--- config.mk ---
export PLATFORM = sky130hd
export DESIGN_NAME = hazard_unit
export DESIGN_NICKNAME = d
export VERILOG_FILES = /design/src/rtl/mips_pkg.sv /design/src/rtl/mdu_timer.sv /design/src/rtl/hazard_unit.sv
export SDC_FILE = /design/constraint.sdc
export NUM_CORES = 1
export LEC_CHECK = 0
export ABC_AREA = 1
export ABC_CLOCK_PERIOD_IN_PS = 1330
export CELL_PAD_IN_SITES_DETAIL_PLACEMENT = 1
export CELL_PAD_IN_SITES_GLOBAL_PLACEMENT = 2
export CORE_MARGIN = 3
export CORE_UTILIZATION = 19
export CTS_CLUSTER_SIZE = 24
export DETAILED_ROUTE_END_ITERATION = 10
export PLACE_DENSITY_LB_ADDON = 0.1
export SETUP_SLACK_MARGIN = 0.05
export SLEW_MARGIN = 5
export SYNTH_ARGS = -nofsm -noshare
export SYNTH_HDL_FRONTEND = slang
export SYNTH_SLANG_ARGS = --single-unit
--- constraint.sdc ---
create_clock -name clk -period 1.33 [get_ports clk]
set_input_delay 0.266 -clock clk [delete_from_list [all_inputs] [get_ports clk]]
set_output_delay 0.266 -clock clk [all_outputs]
set_load 0.03 [all_outputs]
--- src/rtl/mips_pkg.sv ---
// rtl/mips_pkg.sv - shared pipeline constants, MDU state encoding and priority helper
// Contents:
//   STG_IF..STG_WB     stage indices used for the stall/flush bit positions
//   MUL/DIV_CYCLES_DEF default multiply/divide EX latencies
//   MDU_CNT_W          width of the MDU latency counter (latencies up to 63)
//   mdu_state_e        MDU timing FSM states
//   onehot_hi()        keeps only the highest-index set bit of a request vector
package mips_pkg;

  localparam int STG_IF  = 0;
  localparam int STG_ID  = 1;
  localparam int STG_EX  = 2;
  localparam int STG_MEM = 3;
  localparam int STG_WB  = 4;
  localparam int NUM_STG = 5;

  localparam int MUL_CYCLES_DEF = 4;
  localparam int DIV_CYCLES_DEF = 32;
  localparam int MDU_CNT_W      = 6;

  typedef enum logic [1:0] {
    MDU_IDLE = 2'd0,
    MDU_BUSY = 2'd1,
    MDU_DONE = 2'd2
  } mdu_state_e;

  // A stall or flush at a later stage already covers every earlier stage,
  // so only the deepest request needs to reach the pipeline.
  function automatic logic [NUM_STG-1:0] onehot_hi(input logic [NUM_STG-1:0] req);
    logic [NUM_STG-1:0] sel;
    sel = '0;
    for (int i = 0; i < NUM_STG; i++) begin
      if (req[i]) begin
        sel    = '0;
        sel[i] = 1'b1;
      end
    end
    return sel;
  endfunction

endpackage

--- src/rtl/mdu_timer.sv ---
// rtl/mdu_timer.sv - multiply/divide EX-latency timer (IDLE/BUSY/DONE)
// Ports:
//   clk, rst   clock, asynchronous active-low reset
//   start      EX holds a mult/div instruction
//   is_div     1 = divide latency, 0 = multiply latency
//   freeze     a later stage is stalled; counter and state hold
//   stall_ex   EX must hold this cycle
//   busy       FSM is counting down
//   done       one-cycle completion pulse
module mdu_timer
  import mips_pkg::*;
#(
  parameter int MUL_CYCLES = MUL_CYCLES_DEF,
  parameter int DIV_CYCLES = DIV_CYCLES_DEF
) (
  input  logic clk,
  input  logic rst,
  input  logic start,
  input  logic is_div,
  input  logic freeze,
  output logic stall_ex,
  output logic busy,
  output logic done
);

  // The start cycle in IDLE is itself one hold cycle, so BUSY counts one less.
  localparam logic [MDU_CNT_W-1:0] MUL_LOAD = MDU_CNT_W'(MUL_CYCLES - 1);
  localparam logic [MDU_CNT_W-1:0] DIV_LOAD = MDU_CNT_W'(DIV_CYCLES - 1);

  mdu_state_e           state, state_next;
  logic [MDU_CNT_W-1:0] count, count_next;

  always_ff @(posedge clk or negedge rst) begin
    if (!rst) begin
      state <= MDU_IDLE;
      count <= '0;
    end else begin
      state <= state_next;
      count <= count_next;
    end
  end

  always_comb begin
    state_next = state;
    count_next = count;
    stall_ex   = 1'b0;
    busy       = 1'b0;
    done       = 1'b0;
    case (state)
      MDU_IDLE: begin
        if (start) begin
          stall_ex = 1'b1;
          if (!freeze) begin
            count_next = is_div ? DIV_LOAD : MUL_LOAD;
            state_next = MDU_BUSY;
          end
        end
      end
      MDU_BUSY: begin
        stall_ex = 1'b1;
        busy     = 1'b1;
        if (!freeze) begin
          count_next = count - 1'b1;
          if (count == MDU_CNT_W'(1)) state_next = MDU_DONE;
        end
      end
      MDU_DONE: begin
        // start is ignored here: the finished instruction is still in EX
        // this cycle and must not retrigger. The pulse is emitted on the
        // cycle the FSM actually leaves DONE.
        if (!freeze) begin
          done       = 1'b1;
          state_next = MDU_IDLE;
        end
      end
      default: begin
        state_next = MDU_IDLE;
        count_next = '0;
      end
    endcase
  end

endmodule

--- src/rtl/hazard_unit.sv ---
// rtl/hazard_unit.sv - pipeline hazard detection and stall/flush priority
// Build option: HAZARD_FORWARD_EN (defined: only EX loads cause data stalls;
//   undefined: any EX or MEM register writer causes a data stall).
// Ports:
//   clk, rst                     clock, asynchronous active-low reset
//   id_rs, id_rt, id_uses_rs/rt  ID source registers and their use flags
//   id_jump                      jump decoded in ID
//   ex_rd, ex_regwrite, ex_memread, ex_branch_taken, ex_mdu, ex_div
//                                EX destination / writer / load / branch / MDU op
//   mem_rd, mem_regwrite         MEM destination / writer
//   mem_req, mem_ack             data-memory handshake
//   stall, flush                 one-hot per-stage requests (bit0 IF .. bit4 WB)
//   mdu_busy, mdu_done           MDU timing status
module hazard_unit
  import mips_pkg::*;
#(
  parameter int MUL_CYCLES = MUL_CYCLES_DEF,
  parameter int DIV_CYCLES = DIV_CYCLES_DEF
) (
  input  logic         clk,
  input  logic         rst,
  input  logic [4:0]   id_rs,
  input  logic [4:0]   id_rt,
  input  logic         id_uses_rs,
  input  logic         id_uses_rt,
  input  logic         id_jump,
  input  logic [4:0]   ex_rd,
  input  logic         ex_regwrite,
  input  logic         ex_memread,
  input  logic         ex_branch_taken,
  input  logic         ex_mdu,
  input  logic         ex_div,
  input  logic [4:0]   mem_rd,
  input  logic         mem_regwrite,
  input  logic         mem_req,
  input  logic         mem_ack,
  output logic [4:0]   stall,
  output logic [4:0]   flush,
  output logic         mdu_busy,
  output logic         mdu_done
);

  logic writer_ex;
  logic writer_mem;

`ifdef HAZARD_FORWARD_EN
  // Forwarding covers everything except a load whose data is not yet back.
  assign writer_ex  = ex_regwrite & ex_memread;
  assign writer_mem = 1'b0;
  logic unused_mem;
  assign unused_mem = ^{mem_rd, mem_regwrite};
`else
  assign writer_ex  = ex_regwrite;
  assign writer_mem = mem_regwrite;
  logic unused_memread;
  assign unused_memread = ex_memread;
`endif

  logic rs_hazard;
  logic rt_hazard;
  logic data_hazard;

  assign rs_hazard = id_uses_rs && (id_rs != 5'd0) &&
                     ((writer_ex && (id_rs == ex_rd)) || (writer_mem && (id_rs == mem_rd)));
  assign rt_hazard = id_uses_rt && (id_rt != 5'd0) &&
                     ((writer_ex && (id_rt == ex_rd)) || (writer_mem && (id_rt == mem_rd)));
  assign data_hazard = rs_hazard | rt_hazard;

  logic mem_wait;
  logic wb_stall;
  logic mdu_stall;
  logic freeze;

  assign mem_wait = mem_req & ~mem_ack;
  // No WB-stage stall source exists in this pipeline; kept so the MDU freeze
  // and priority logic read the same way for every stage.
  assign wb_stall = 1'b0;
  assign freeze   = mem_wait | wb_stall;

  mdu_timer #(
    .MUL_CYCLES (MUL_CYCLES),
    .DIV_CYCLES (DIV_CYCLES)
  ) u_mdu_timer (
    .clk      (clk),
    .rst      (rst),
    .start    (ex_mdu),
    .is_div   (ex_div),
    .freeze   (freeze),
    .stall_ex (mdu_stall),
    .busy     (mdu_busy),
    .done     (mdu_done)
  );

  logic       late_stall;
  logic [4:0] flush_req;
  logic [4:0] stall_req;
  logic       id_stall;

  // While EX or later is held, the branch/jump is still in place and will be
  // re-evaluated once the hold clears, so no flush is issued now.
  assign late_stall = mdu_stall | mem_wait | wb_stall;

  always_comb begin
    flush_req              = '0;
    flush_req[STG_ID]      = ex_branch_taken;
    flush_req[STG_IF]      = id_jump & ~ex_branch_taken;
    if (late_stall) flush_req = '0;
  end

  // An instruction being squashed does not need to wait for its operands.
  assign id_stall = data_hazard & ~(|flush_req);

  always_comb begin
    stall_req          = '0;
    stall_req[STG_ID]  = id_stall;
    stall_req[STG_EX]  = mdu_stall;
    stall_req[STG_MEM] = mem_wait;
    stall_req[STG_WB]  = wb_stall;
  end

  assign stall = onehot_hi(stall_req);
  assign flush = onehot_hi(flush_req);

endmodule

* Word level (Yosys, flattened, before mapping)
Index checks and enable logic that the tools add are counted.
** Operators by class
- Reduce and logical (&&, ||, !) cells :: 16
- Bitwise operators :: 9
- $add $sub $neg :: 1
- Eq/ne operators :: 12
- Mux-type cells :: 25
** Operators by type and width (number)
- 2-to-1 mux 5 bit :: 6
- == test 5 bit :: 4
- 2-to-1 mux 6 bit :: 3
- one-hot mux 6 bit (3 select lines) :: 1
- 2-to-1 mux 2 bit :: 8
- nonzero test 5 bit :: 2
- logical AND 1 bit :: 8
- inequality test 2 bit, second input constant :: 4
- == test 6 x 1 -> 1 bit, second input constant :: 1
- one-hot mux 2 bit (3 select lines) :: 1
- subtractor 6 x 1 -> 6 bit, second input constant :: 1
- 2-to-1 mux 1 bit :: 5
- AND reduction 5 bit :: 1
- OR reduction 5 bit :: 1
- NOT 1 bit :: 4
- AND reduction 4 bit :: 1
- bitwise AND 1 bit :: 3
- == test 2 x 1 -> 1 bit, second input constant :: 1
- == test 2 bit, second input constant :: 1
- logical NOT 2 bit :: 1
- logical OR 1 bit :: 2
- inequality test 2 x 1 -> 1 bit, second input constant :: 1
- OR 1 bit :: 2
- one-hot mux 1 bit (2 select lines) :: 1
** Storage, ports and cells
- Register bits after elaboration :: 8
- Input port bits :: 33
- Word-level logic and storage cells :: 65

* Longest topological paths before layout
Gate-level depths: netlist of the first run.
- Word-level depth :: 10
- Mapped depth :: 8

* By module
Synthesis of the first run repeated with hierarchy kept, for this count alone.
** Second synthesis, totals
- Cells, all modules :: 194
- Area, all modules :: 1036.0 sq um
** By module, submodules not included
- mdu_timer :: cells an instance 71, instances 1, area each 528.0 sq um
- hazard_unit :: cells an instance 123, instances 1, area each 508.0 sq um

* Worst setup path after synthesis of the first run
No wires, ideal clock.
- Path type :: register to output
- From :: register u_mdu_timer.state[0]
- To :: output flush[0]
- Cell stages (with the launch flop) :: 4
- Path slack :: -0.382 ns
- Data arrival time :: 1.446 ns
- Required time :: 1.064 ns
- Cells stage by stage :: dfrtp_1 -> o21ai_0 -> nand2_1 -> nor3_1
** On the way
- Longest elaborated chain between the ends :: 9
- Elaborated cells on any way between the ends :: 10
** Ends and longest elaborated chain
- start: declaration :: line mdu_timer.sv:30 : mdu_state_e state, state_next;
- start signal: assignment :: line mdu_timer.sv:38 : state <= state_next;
- == test 2 x 1 -> 1 bit or logical NOT 2 bit (tied branches) :: line mdu_timer.sv:49 : case (state)
- one-hot mux 1 bit (2 select lines) * :: line mdu_timer.sv:49
- OR 1 bit * :: line hazard_unit.sv:101 : assign late_stall = mdu_stall | mem_wait | wb_stall;
- 2-to-1 mux 2 bit * :: line hazard_unit.sv:107 : if (late_stall) flush_req = '0;
- 2-to-1 mux 1 bit :: line mips_pkg.sv:33 : if (req[i]) begin
- 2-to-1 mux 2 bit * :: line mips_pkg.sv:33
- 2-to-1 mux 5 bit * (3 in series) :: line mips_pkg.sv:33
- end: declaration :: line hazard_unit.sv:38 : output logic [4:0] flush,
Every way passes the cells marked *; elsewhere a longest branch is shown, timed or not.

* Final worst setup path of the first run
- From :: input id_uses_rs
- To :: output stall[1]
** On the way
- Longest elaborated chain between the ends :: 7
** Ends and longest elaborated chain
- start: declaration :: line hazard_unit.sv:24 : input logic id_uses_rs,
- logical AND 1 bit (2 in series) :: line hazard_unit.sv:63 : assign rs_hazard = id_uses_rs && (id_rs != 5'd0) &&
- OR 1 bit :: line hazard_unit.sv:67 : assign data_hazard = rs_hazard | rt_hazard;
- bitwise AND 1 bit :: line hazard_unit.sv:111 : assign id_stall = data_hazard & ~(|flush_req);
- 2-to-1 mux 2 bit :: line mips_pkg.sv:33
- 2-to-1 mux 5 bit (2 in series) :: line mips_pkg.sv:33
- end: declaration :: line hazard_unit.sv:37 : output logic [4:0] stall,
Every way passes these cells.

==> results of run 1 <==
final cells by class:
type,instances,area share (%)
tap,70,4.99
sequential,8,11.4
clock buffer,3,2.35
timing repair buffer,64,28.7
inverter,37,8.20
multi-input combinational,142,44.4
per-stage QoR:
step | std cells | setup TNS, ns | area (um2)
global route | 324 | -1.08 | 1750
floorplan | 193 | 0 | 1070
detailed placement | 313 | -3.34 | 1620
finish | 324 | -0.641 | 1750
global placement | 313 | -3.03 | 1620
CTS | 319 | -0.718 | 1640
layout by cell type, fill, tap and decap left out, types with 3 or more instances in the layout:
cell type / synthesis / layout
sky130_fd_sc_hd__nor2_1: 23 / 15
sky130_fd_sc_hd__nand2_2: 0 / 5
sky130_fd_sc_hd__nor2_2: 0 / 7
sky130_fd_sc_hd__nand2_1: 73 / 67
sky130_fd_sc_hd__nand3_1: 6 / 6
sky130_fd_sc_hd__conb_1: 1 / 5
sky130_fd_sc_hd__buf_4: 6 / 25
sky130_fd_sc_hd__buf_2: 0 / 18
sky130_fd_sc_hd__nand4_1: 5 / 5
sky130_fd_sc_hd__o21ai_1: 5 / 7
sky130_fd_sc_hd__clkdlybuf4s50_1: 0 / 6
sky130_fd_sc_hd__inv_1: 34 / 18
sky130_fd_sc_hd__dfrtp_1: 8 / 8
sky130_fd_sc_hd__dlygate4sd2_1: 0 / 5
sky130_fd_sc_hd__inv_2: 3 / 17
sky130_fd_sc_hd__clkbuf_8: 0 / 3
sky130_fd_sc_hd__buf_6: 0 / 8
sky130_fd_sc_hd__o21ai_2: 3 / 3
kinds of logic after synthesis:
logic type | count (synthesis) | share of synthesized area (%)
fa+ha+maj | 2 | 2.45
xor+xnor | 1 | 0.857
other cells | 1 | 0.367
buf+inv | 43 | 18.0
compound gates | 23 | 14.8
simple gates | 111 | 43.9
flops | 8 | 19.6
report_power, final:
| group | total, mW | leakage (nW) | switching [mW] | internal, mW |
|---|---|---|---|---|
| registers | 0.447 | 0.0980 | 0.0890 | 0.358 |
| logic | 1.79 | 0.826 | 0.980 | 0.813 |
| clock network | 0.308 | 0.0216 | 0.111 | 0.197 |
timing repair:
action	in CTS	in global routing
setup endpoints to repair	12	12
buffers inserted	3	5
resized for setup	115	21
pin swaps	23	4
final timing paths:
check,to,slack [ns],cells after the start
max in group asynchronous,u_mdu_timer.count[0]$_DFFE_PN0P_,0.72,1
hold reg to reg,u_mdu_timer.count[1]$_DFFE_PN0P_,0.56,2
setup reg to reg,u_mdu_timer.state[1]$_DFFE_PN0P_,0.05,6
hold / removal,u_mdu_timer.count[3]$_DFFE_PN0P_,0.33,1
setup / recovery,stall[1],-0.17,6
min in group clk,u_mdu_timer.count[1]$_DFFE_PN0P_,0.56,2
layer usage:
metal  GRT usage (%)  part of all wire, %
met4            4.12                  1.3
met2            25.4                   55
met5               0                    0
met1            14.0                   38
met3            2.04                  4.9
registers in the layout, indices dropped and copies added, names as in the netlist:
| register | count |
|---|---|
| u_mdu_timer.count | 6 |
| u_mdu_timer.state | 2 |
==> flow_summary.rst, run 1 <==
.. list-table::
   :header-rows: 1

   * - Metric
     - Value
   * - Final design utilization
     - between 30 and 40%
   * - Library cell with the largest summed area after synthesis
     - sky130_fd_sc_hd__nand2_1
   * - Flip-flop cell with the highest count after synthesis
     - sky130_fd_sc_hd__dfrtp_1
   * - Global-route wire length before repair
     - roughly 6500 um
   * - Synth Area per Inst
     - roughly 5.4 um2
   * - Row cnt
     - 26
   * - Die Span X
     - approximately 79 um
   * - #FFs+latches synth
     - 8
   * - Combined area of the multi-input logic cells
     - 778 um2
   * - Num Clock Sinks
     - 8
   * - Critical path, cell by cell
     - clkdlybuf4s50_1 > o21ai_1 > inv_1 > nand2_2 > a21oi_4 > buf_6
   * - Share of post-route cells with drive strength above 1
     - between 40% and 50%
   * - Time the worst path needs with I/O delays and setup
     - between 1.5 and 2 ns
   * - Critical path data arrival time
     - between 1 and 1.5 ns
   * - Dpl ws
     - -0.628 ns
   * - Post-detailed-route via-to-cell ratio
     - 4.24
   * - Violations in the final reports
     - setup timing
   * - Total Die Area
     - roughly 6300 um2
   * - Later-pin clock latency in the skew report
     - approximately 0.23 ns
   * - Maximum number of pins on one net before global-route repair
     - 9
   * - Share of the clock period used by the worst path after layout
     - 113%
   * - DRT Pass-1 Iters
     - 4
   * - Endpoint class of the critical path
     - output port
   * - Vias in the first global route
     - 1,449
   * - Crit path required time
     - around 1.1 ns
   * - Root Driver
     - sky130_fd_sc_hd__clkbuf_8
   * - FF-to-FF Start
     - u_mdu_timer.state[0]$_DFFE_PN0P_
   * - Final weighted congestion in routability-driven placement
     - around 0.78
   * - Leakage
     - ~0.95 nW
   * - Post-synthesis cell count
     - between 150 and 200
   * - Endpoints failing setup
     - 6
   * - Category of cells accounting for the largest share of critical-path delay
     - buffers and inverters
   * - Worst-path maximum fanout
     - 1
   * - Worst setup path startpoint
     - id_uses_rs
   * - Initial core utilization
     - about a fifth
   * - Max-cap violation count
     - 0
   * - Clock Skew
     - 0.000561 ns
   * - Classification of the worst-slack hold path
     - in2async
   * - Floorplan core area
     - roughly 5100 um2
   * - Mapped cell area
     - just over 1000 um2
   * - Number of flops mapped to enable cells by yosys
     - 0
   * - Detail Route Antenna Nets
     - 0
   * - Filler cells
     - about 700
   * - Number of antenna violations at the first check in global routing
     - 0
   * - Run status
     - finished, violations left
   * - Routed Wire Length
     - around 4000 um
   * - Half-perimeter wire length after detailed placement
     - between 3000 and 4000 um
   * - Post-synth top area share
     - between 20% and 30%
   * - Via count
     - around 1,400
   * - Class of the most critical setup path
     - in2out
   * - Nets@finish
     - slightly below 300
   * - Count of input and output buffers
     - 38
   * - Hold violation total from the final report
     - 0
   * - Clock-pin slew of the registers on the worst-case setup and hold paths
     - 0.04 ns
   * - Count of pins on the block boundary
     - 45
   * - Antenna Diode Count
     - 0
   * - Seq. cell area
     - approximately 200 um2
   * - TritonCTS clock tree
     - done
   * - Most common library cells after synthesis
     - 73 x sky130_fd_sc_hd__nand2_1, 34 x sky130_fd_sc_hd__inv_1, 23 x sky130_fd_sc_hd__nor2_1
   * - Post-synth cell types
     - 22
   * - Buffers & Inverters on Critical Path
     - 3
   * - Share of flip-flops with an asynchronous set or reset
     - 100%
   * - Max stage delay cell, worst path
     - sky130_fd_sc_hd__clkdlybuf4s50_1
   * - Area growth from synthesis to layout
     - 71.6%
   * - Total power density per cell area
     - about 1500 nW/um2
   * - Peak ir drop on the vdd network
     - 940 uV
   * - Residual DRC count
     - 0
   * - Iteration-0 DRC Markers
     - 45
   * - RSZ-0062 raised after global routing
     - yes
   * - # H-tree levels
     - 1
   * - Element type at the critical path start
     - primary input
   * - Most instantiated library cell after synthesis
     - sky130_fd_sc_hd__nand2_1
   * - WHS
     - around 0.33 ns
   * - Number of max-slew violations in the final report
     - 0
   * - Synthesis warning total
     - 0
   * - Cts bufs inserted
     - 3
   * - CP peak stage delay
     - approximately 0.49 ns
   * - Fmax
     - between 0.6 and 0.7 GHz
   * - Fraction of the yosys area taken by sequential cells
     - around 20%
   * - Final worst setup slack
     - -0.171 ns
   * - Vertical die dimension
     - between 70 and 80 um
   * - Overflow after GRT
     - 0
   * - Total power
     - 2.55 mW
   * - Top cells by area, synth
     - sky130_fd_sc_hd__nand2_1 27%, sky130_fd_sc_hd__dfrtp_1 20%, sky130_fd_sc_hd__inv_1 12%, sky130_fd_sc_hd__nor2_1 8.4%, sky130_fd_sc_hd__buf_4 4.4%
   * - Cts-stage hold buffer count
     - 0
   * - Total global routing track utilization
     - around an eighth
   * - Max Root-Sink Buffers
     - 2
   * - Per-cell routed wire length
     - approximately 12 um
Power figures use the tool's default switching activity.
==> inputs of run 2 (changes only) <==
--- a/config.mk
+++ b/config.mk
@@ -15,6 +15,7 @@
 export DETAILED_ROUTE_END_ITERATION = 10
 export PLACE_DENSITY_LB_ADDON = 0.1
 export SETUP_SLACK_MARGIN = 0.05
+export SKIP_LAST_GASP = 1
 export SLEW_MARGIN = 5
 export SYNTH_ARGS = -nofsm -noshare
 export SYNTH_HDL_FRONTEND = slang
==> run 2 against run 1 <==
The run still ends with setup timing left. Clock-buffer cell count did not move. Sequential power hardly changed. Sequential share of layout area stayed put. Power hardly changed. First-iteration DRC count down 2.2%. Via count grew 0.15%. Clock power hardly changed. Wire length is essentially flat. Register-to-register slack about the same. Utilization is the same. Critical endpoint unchanged.
==> flow_summary.rst, run 2 (same netlist as run 1, synthesis figures left out) <==
.. list-table::
   :header-rows: 1

   * - Metric
     - Value
   * - RSZ-0062 raised after global routing
     - yes (unchanged)
   * - Total global routing track utilization
     - 13.0% (unchanged)
   * - Cts bufs inserted
     - 3 (unchanged)
   * - WHS
     - 0.327 ns (unchanged)
   * - Biggest registers after layout
     - u_mdu_timer.count x6, u_mdu_timer.state x2 (unchanged)
   * - Vias in the first global route
     - 1,449 (unchanged)
   * - Cts-stage hold buffer count
     - 0 (unchanged)
   * - Area growth from synthesis to layout
     - 71.6% (unchanged)
   * - Global-route wire length before repair
     - 6470 um (unchanged)
   * - Detail Route Antenna Nets
     - 0 (unchanged)
   * - # H-tree levels
     - 1 (unchanged)
   * - Final design utilization
     - 34.1% (unchanged)
   * - Non-filler cells in the finished layout
     - 324 (unchanged)
   * - Class of the most critical setup path
     - in2out (unchanged)
   * - Row cnt
     - 26 (unchanged)
   * - Summed negative setup slack over all endpoints
     - -0.637 ns (was -0.641 ns)
   * - Num Clock Sinks
     - 8 (unchanged)
   * - Vertical die dimension
     - 79.4 um (unchanged)
   * - Final weighted congestion in routability-driven placement
     - 0.781 (unchanged)
   * - Violations in the final reports
     - setup timing (unchanged)
   * - Time the worst path needs with I/O delays and setup
     - 1.50 ns (about the same)
   * - Leakage
     - 0.946 nW (was 0.945 nW)
   * - Final worst setup slack
     - -0.171 ns (about the same)
   * - Total power
     - 2.55 mW (about the same)
   * - Iteration-0 DRC Markers
     - 44 (was 45)
   * - Max Root-Sink Buffers
     - 2 (unchanged)
   * - Element type at the critical path start
     - primary input (unchanged)
   * - Total power density per cell area
     - 1450 nW/um2 (about the same)
   * - Clock-pin slew of the registers on the worst-case setup and hold paths
     - 0.04 ns (about the same)
   * - Number of placed instances, taps included
     - 313 (unchanged)
   * - Maximum number of pins on one net before global-route repair
     - 9 (unchanged)
   * - Total Die Area
     - 6300 um2 (unchanged)
   * - Worst-path maximum fanout
     - 1 (unchanged)
   * - Number of antenna violations at the first check in global routing
     - 0 (unchanged)
   * - Count of pins on the block boundary
     - 45 (unchanged)
   * - Residual DRC count
     - 0 (unchanged)
   * - Die Span X
     - 79.4 um (unchanged)
   * - Routed Wire Length
     - 4020 um (about the same)
   * - Share of post-route cells with drive strength above 1
     - 40.9% (was 41.3%)
   * - Clock Skew
     - 0.000561 ns (unchanged)
   * - Later-pin clock latency in the skew report
     - 0.23 ns (about the same)
   * - Commonest cells after routing, fill and taps aside
     - 67 x sky130_fd_sc_hd__nand2_1, 25 x sky130_fd_sc_hd__buf_4, 19 x sky130_fd_sc_hd__inv_1, 18 x sky130_fd_sc_hd__buf_2, 16 x sky130_fd_sc_hd__inv_2 (was 67 x sky130_fd_sc_hd__nand2_1, 25 x sky130_fd_sc_hd__buf_4, 18 x sky130_fd_sc_hd__inv_1, 18 x sky130_fd_sc_hd__buf_2, 17 x sky130_fd_sc_hd__inv_2)
   * - Root Driver
     - sky130_fd_sc_hd__clkbuf_8 (unchanged)
   * - Endpoint class of the critical path
     - output port (unchanged)
   * - Half-perimeter wire length after detailed placement
     - 3310 um (unchanged)
   * - Overflow after GRT
     - 0 (unchanged)
   * - Post-detailed-route via-to-cell ratio
     - 4.24 (about the same)
   * - Classification of the worst-slack hold path
     - in2async (unchanged)
   * - Share of the clock period used by the worst path after layout
     - 113% (about the same)
   * - Nets@finish
     - 291 (unchanged)
   * - Most common cell after layout, fill and taps aside
     - sky130_fd_sc_hd__nand2_1 (unchanged)
   * - Count of input and output buffers
     - 38 (unchanged)
   * - Number of max-slew violations in the final report
     - 0 (unchanged)
   * - Hold violation total from the final report
     - 0 (unchanged)
   * - Non-Filler Cell Area, Final
     - 1750 um2 (unchanged)
   * - Endpoints failing setup
     - 6 (unchanged)
   * - Via count
     - 1,375 (was 1,373)
   * - Antenna Diode Count
     - 0 (unchanged)
   * - Area after detailed placement
     - 1620 um2 (unchanged)
   * - Dpl ws
     - -0.628 ns (unchanged)
   * - Initial core utilization
     - 19.9% (unchanged)
   * - Crit path required time
     - 1.06 ns (about the same)
   * - TritonCTS clock tree
     - done (unchanged)
   * - Max-cap violation count
     - 0 (unchanged)
   * - DRT Pass-1 Iters
     - 4 (unchanged)
   * - Per-cell routed wire length
     - 12.4 um (about the same)
   * - Peak ir drop on the vdd network
     - 940 uV (unchanged)
   * - Floorplan core area
     - 5140 um2 (unchanged)
   * - Critical path data arrival time
     - 1.23 ns (about the same)
   * - Fmax
     - 0.666 GHz (about the same)
   * - Largest register by flop count
     - u_mdu_timer.count (unchanged)
   * - Max reg flops
     - 6 (unchanged)
   * - Run status
     - finished, violations left (unchanged)
## run 2: where the power goes
part	internal [mW]	leakage [nW]	switching (mW)
clock	0.197	0.0216	0.111
combinational	0.813	0.826	0.980
sequential	0.358	0.0980	0.0890
## run 2: critical path: stages
cell and delay (ns):
sky130_fd_sc_hd__clkdlybuf4s50_1 0.49, sky130_fd_sc_hd__o21ai_1 0.08, sky130_fd_sc_hd__inv_1 0.06, sky130_fd_sc_hd__nand2_2 0.06, sky130_fd_sc_hd__a21oi_4 0.14, sky130_fd_sc_hd__buf_6 0.14
## run 2: metal layers
layer	wire (um)	part of all wire (%)	global-route usage, %	up-vias
met2	2230	55	25.4	31
met5	0	0	0	-
met3	198	4.9	2.04	5
met4	53	1.3	4.12	0
met1	1540	38	14.0	639
li1	-	-	-	700
## run 2: cell type report
cell class / count / area (um2)
Tap cell: 70 / 87.6
Sequential cell: 8 / 200
Fill cell: 703 / 3390
Clock buffer: 3 / 41.3
Multi-Input combinational cell: 142 / 778
Timing Repair Buffer: 64 / 503
Inverter: 37 / 144
## run 2: timing repair
item,CTS,global route
setup endpoints to repair,12,12
pin swaps,23,2
gates resized for setup,115,20
setup buffers,3,5
## run 2: final timing paths
| path | start | endpoint | slack, ns | cells past startpoint |
|---|---|---|---|---|
| worst min-delay path | rst | u_mdu_timer.count[3]$_DFFE_PN0P_ | 0.33 | 1 |
| worst max-delay path | id_uses_rs | stall[1] | -0.17 | 6 |
| min in group clk | u_mdu_timer.count[1]$_DFFE_PN0P_ | u_mdu_timer.count[1]$_DFFE_PN0P_ | 0.56 | 2 |
| worst max register to register | u_mdu_timer.state[0]$_DFFE_PN0P_ | u_mdu_timer.state[1]$_DFFE_PN0P_ | 0.05 | 6 |
| worst min register to register | u_mdu_timer.count[1]$_DFFE_PN0P_ | u_mdu_timer.count[1]$_DFFE_PN0P_ | 0.56 | 2 |
| max in group asynchronous | rst | u_mdu_timer.count[0]$_DFFE_PN0P_ | 0.72 | 1 |
